`src/rtl/alu.sv`:
```
// W-bit registered ALU: AND/OR/ADD/SUB/SLT(unsigned)/NOR with carry and zero flags, 1-cycle latency.
// Optional signed-overflow output enabled by defining ALU_OVF_EN.
module alu #(
  parameter int W = 8
) (
  input  logic         clk,
  input  logic         rst,
  input  logic [W-1:0] a,
  input  logic [W-1:0] b,
  input  logic [3:0]   alu_ctrl,
  output logic [W-1:0] alu_o,
  output logic         cout,
  output logic         zero
`ifdef ALU_OVF_EN
  ,
  output logic         ovf
`endif
);

  localparam logic [3:0] OP_AND = 4'd0;
  localparam logic [3:0] OP_OR  = 4'd1;
  localparam logic [3:0] OP_ADD = 4'd2;
  localparam logic [3:0] OP_SUB = 4'd6;
  localparam logic [3:0] OP_SLT = 4'd7;
  localparam logic [3:0] OP_NOR = 4'd12;

  logic [W:0]   add_sum;
  logic [W:0]   sub_sum;
  logic         lt;
  logic [W-1:0] alu_d, alu_q;
  logic         cout_d, cout_q;
  logic         zero_d, zero_q;

  assign add_sum = {1'b0, a} + {1'b0, b};
  assign sub_sum = {1'b0, a} + {1'b0, ~b} + {{W{1'b0}}, 1'b1};
  // SLT reuses the subtractor: no carry out means a borrow, i.e. a < b unsigned
  assign lt      = ~sub_sum[W];

  always_comb begin
    alu_d  = '0;
    cout_d = 1'b0;
    case (alu_ctrl)
      OP_AND: alu_d = a & b;
      OP_OR:  alu_d = a | b;
      OP_ADD: {cout_d, alu_d} = add_sum;
      OP_SUB: {cout_d, alu_d} = sub_sum;
      OP_SLT: alu_d = {{(W-1){1'b0}}, lt};
      OP_NOR: alu_d = ~(a | b);
      default: alu_d = '0;
    endcase
    zero_d = (alu_d == '0);
  end

  always_ff @(posedge clk) begin
    if (rst) begin
      alu_q  <= '0;
      cout_q <= 1'b0;
      zero_q <= 1'b1;
    end else begin
      alu_q  <= alu_d;
      cout_q <= cout_d;
      zero_q <= zero_d;
    end
  end

  assign alu_o = alu_q;
  assign cout  = cout_q;
  assign zero  = zero_q;

`ifdef ALU_OVF_EN
  logic ovf_d, ovf_q;

  always_comb begin
    ovf_d = 1'b0;
    case (alu_ctrl)
      OP_ADD: ovf_d = (a[W-1] == b[W-1]) && (add_sum[W-1] != a[W-1]);
      OP_SUB: ovf_d = (a[W-1] != b[W-1]) && (sub_sum[W-1] != a[W-1]);
      default: ovf_d = 1'b0;
    endcase
  end

  always_ff @(posedge clk) begin
    if (rst) ovf_q <= 1'b0;
    else     ovf_q <= ovf_d;
  end

  assign ovf = ovf_q;
`endif

endmodule

```
`config.mk`:
```
export PLATFORM = sky130hd
export DESIGN_NAME = alu
export DESIGN_NICKNAME = d
export VERILOG_FILES = /design/src/rtl/alu.sv
export SDC_FILE = /design/constraint.sdc
export NUM_CORES = 1
export LEC_CHECK = 0
export ABC_AREA = 0
export BUFFER_PORTS_ARGS = -buffer_cell sky130_fd_sc_hd__buf_2
export CAP_MARGIN = 40
export CORE_MARGIN = 4
export CORE_UTILIZATION = 50
export CTS_BUF_LIST = sky130_fd_sc_hd__clkbuf_8
export DETAILED_ROUTE_END_ITERATION = 7
export GPL_TIMING_DRIVEN = 0
export HOLD_SLACK_MARGIN = 0.05
export PLACE_DENSITY = 0.73
export SLEW_MARGIN = 10
export SYNTH_ARGS = -nofsm -noshare
export SYNTH_HDL_FRONTEND = slang
export SYNTH_SLANG_ARGS = --single-unit
```
`constraint.sdc`:
```
create_clock -name clk -period 6 [get_ports clk]
set_input_delay 1.2 -clock clk [delete_from_list [all_inputs] [get_ports clk]]
set_output_delay 1.2 -clock clk [all_outputs]
set_load 0.02 [all_outputs]
```
==> out/results.ini <==
[clock_network]
cts_setup_buffers=0
cts_buffers=3
cts_root_buffer=clkbuf_8
ctsResizeCount=0
cts_hold_buf=0
path_clk_slew_ns=0.04
clock_sinks=10
cts.path.max_buffers=2
cts_tree=built
h-tree-depth=1

[global_routing]
met2_usage_pct=30.1
overflow=0
grt_pass1_vias=1375
grt_pass1_wl_um=6490
grt_use_met3_pct=1.23
met1_usage_pct=28.6
grtUsageTotal_pct=19.4
grt_max_degree=11
antenna_found_initial=0
grt_busiest_layer=met2

[worst_setup_path]
critical-path-top-delay-family=compound AO/OA/AOI/OAI gates
worstPathArrival_ns=3.28
path_cells=buf_2 > ha_1 > fa_1 > a21o_1 > a21oi_1 > o221ai_1 > a22oi_2 > nand4_1 > o41ai_2
crit_buf_inv=1
path_class=primary input to register
start_kind=primary input
slowest_stage=fa_1
cp_max_fo=4
cp.required_ns=6.13
max_stage_delay_ns=0.42
setup.worst_path.end_class=register

[pwr]
vdd_drop_max_mv=0.0472
p_clk_share_pct=25.2
p_switching_uw=92.1
leakagePower_nw=0.912
sw_frac_of_total_pct=35.8
p_per_area_nw_per_um2=141
pwr-share-seq_pct=27.9
combPwrFrac_pct=46.9
power.internal_uw=165

[final_layout]
layout-drive-gt1-share_pct=23.6
fin_nets=276
layout_commonest_cell=buf_2
fin_util_pct=60.3
area.growth.synth_to_final_pct=16.0
final_cell_mix=buf_2 (33), inv_1 (25), ha_1 (25)
n_antenna_cell=0

[logic_synthesis]
synthAdderAreaFrac_pct=22.4
yosysWarnings=0
synth-main-ff-cell=dfxtp_1
synthMuxAreaShare_pct=1.91
synth_cell_types=58
syn_nets=240
synth-xor-area-share_pct=0.556
synthArstFlopShare_pct=0
synth.top_cells.by_area=ha_1 (20%), dfxtp_1 (13%), inv_1 (6.0%), a21oi_1 (3.8%), nor2_1 (3.1%)
synth_cells=191
yosysTopAreaCell=ha_1
synth_compound_area_share_pct=28.5
synth-simple-area-share_pct=23.5
avgSynthCellArea_um2=8.24
synth-edff-count=0
synth_top_family_by_area=compound AO/OA/AOI/OAI gates
synth_top_area_share_pct=19.9
ys_seq_elements=10
synthesis.area_um2=1570
yosysSeqAreaShare_pct=12.7

[floorplan]
core_area_um2=3030
die_x_um=64.1
die_y_um=64.1
rows=20
start_util_pct=52.0
ios=32
die_area_um2=4110

[hold_path]
hold_class=primary input to register

[detailed_routing]
routed-via-count=1537
drt_iter0_markers=100
firstDrtPassIters=4
vias_per_cell=5.71
drc=0
wl_per_cell_um=14.1
antenna_left=0
wirelength_um=3800

[sta]
slew_headroom_pct=47.2
setup_viol=0
fin_crit_sh_pct=52.5
hold_viol=0
worst_pin_slew_ns=0.789
min_period_ns=3.15
fin_ws_ns=2.85
drv_slew=0
rsz0062_at_grt=no
tns_ns=0
max_freq_ghz=0.317

[job]
drv_cap=0

[placement]
hpwl_um=3030
numPortBuffers=31
dp_slack_ns=2.68
gp_congestion=0.925

[run_status]
status=finished, final reports clean

## flip-flops by register name (all words and copies together) (netlist names)
register / cells
cout: 1
zero: 1
alu_o: 8
## power by group through the flow
stage / clock (mW) / sequential (mW) / combinational [mW]
floorplan: 0 / 0.0787 / 0.0790
global placement: 0 / 0.0728 / 0.118
detailed placement: 0 / 0.0728 / 0.118
CTS: 0.0669 / 0.0718 / 0.119
global route: 0.0701 / 0.0721 / 0.133
finish: 0.0647 / 0.0718 / 0.121
## path summary, 6_finish.rpt
| check | startpoint | end | cells past startpoint |
|---|---|---|---|
| min | rst | alu_o[2] | 2 |
| max | b[0] | zero | 9 |
## cell families (layout without fill, tap and decap cells)
family | after synthesis | after routing
compound gates | 58 | 58
xor+xnor | 1 | 1
fa+ha+maj | 27 | 27
buf+inv | 33 | 67
flops | 10 | 10
mux | 3 | 3
simple gates | 59 | 59
## synthesized netlist by cell type, types with 2 or more instances
cell      instances
a21o_1            4
o31ai_1           2
nand4_1           2
a211oi_1          3
ha_1             25
buf_6             4
or4b_2            2
buf_2             2
mux2i_1           3
a22oi_1           5
fa_1              2
nand2b_1          4
nor2_1           13
o311ai_0          2
o22ai_1           4
nand3_1           3
a31oi_1           3
dfxtp_1          10
nand2_1          11
buf_4             2
o21bai_1          2
o221a_2           2
a21oi_1          12
and2_1            7
o221ai_1          2
nor2b_1           4
inv_1            25
## per-stage QoR
step                      area (µm²)  power [mW]  std cells  hold WS (ns)
final                           1830       0.257        269          1.21
after global routing            1830       0.275        269          1.22
after CTS                       1830       0.258        269          1.20
after detailed placement        1780       0.191        266          1.44
after global placement          1780       0.191        266          1.45
after floorplan                 1570       0.158        191          1.27
## final cells by class
class	count	area, µm²
buffer	8	70.1
clock buffer	3	41.3
fill	316	1200
inverter	25	93.8
multi-input combinational	148	1210
sequential	10	200
tap	44	55.1
timing repair buffer	31	155
## per-layer routing
metal / part of all wire (%) / vias up / wire length [µm]
met5: 0 / - / 0
met4: 0.87 / 0 / 33
met3: 7.7 / 3 / 291
met2: 44 / 55 / 1680
met1: 47 / 711 / 1800
li1: - / 768 / -
(Power assumes the default switching activity.)
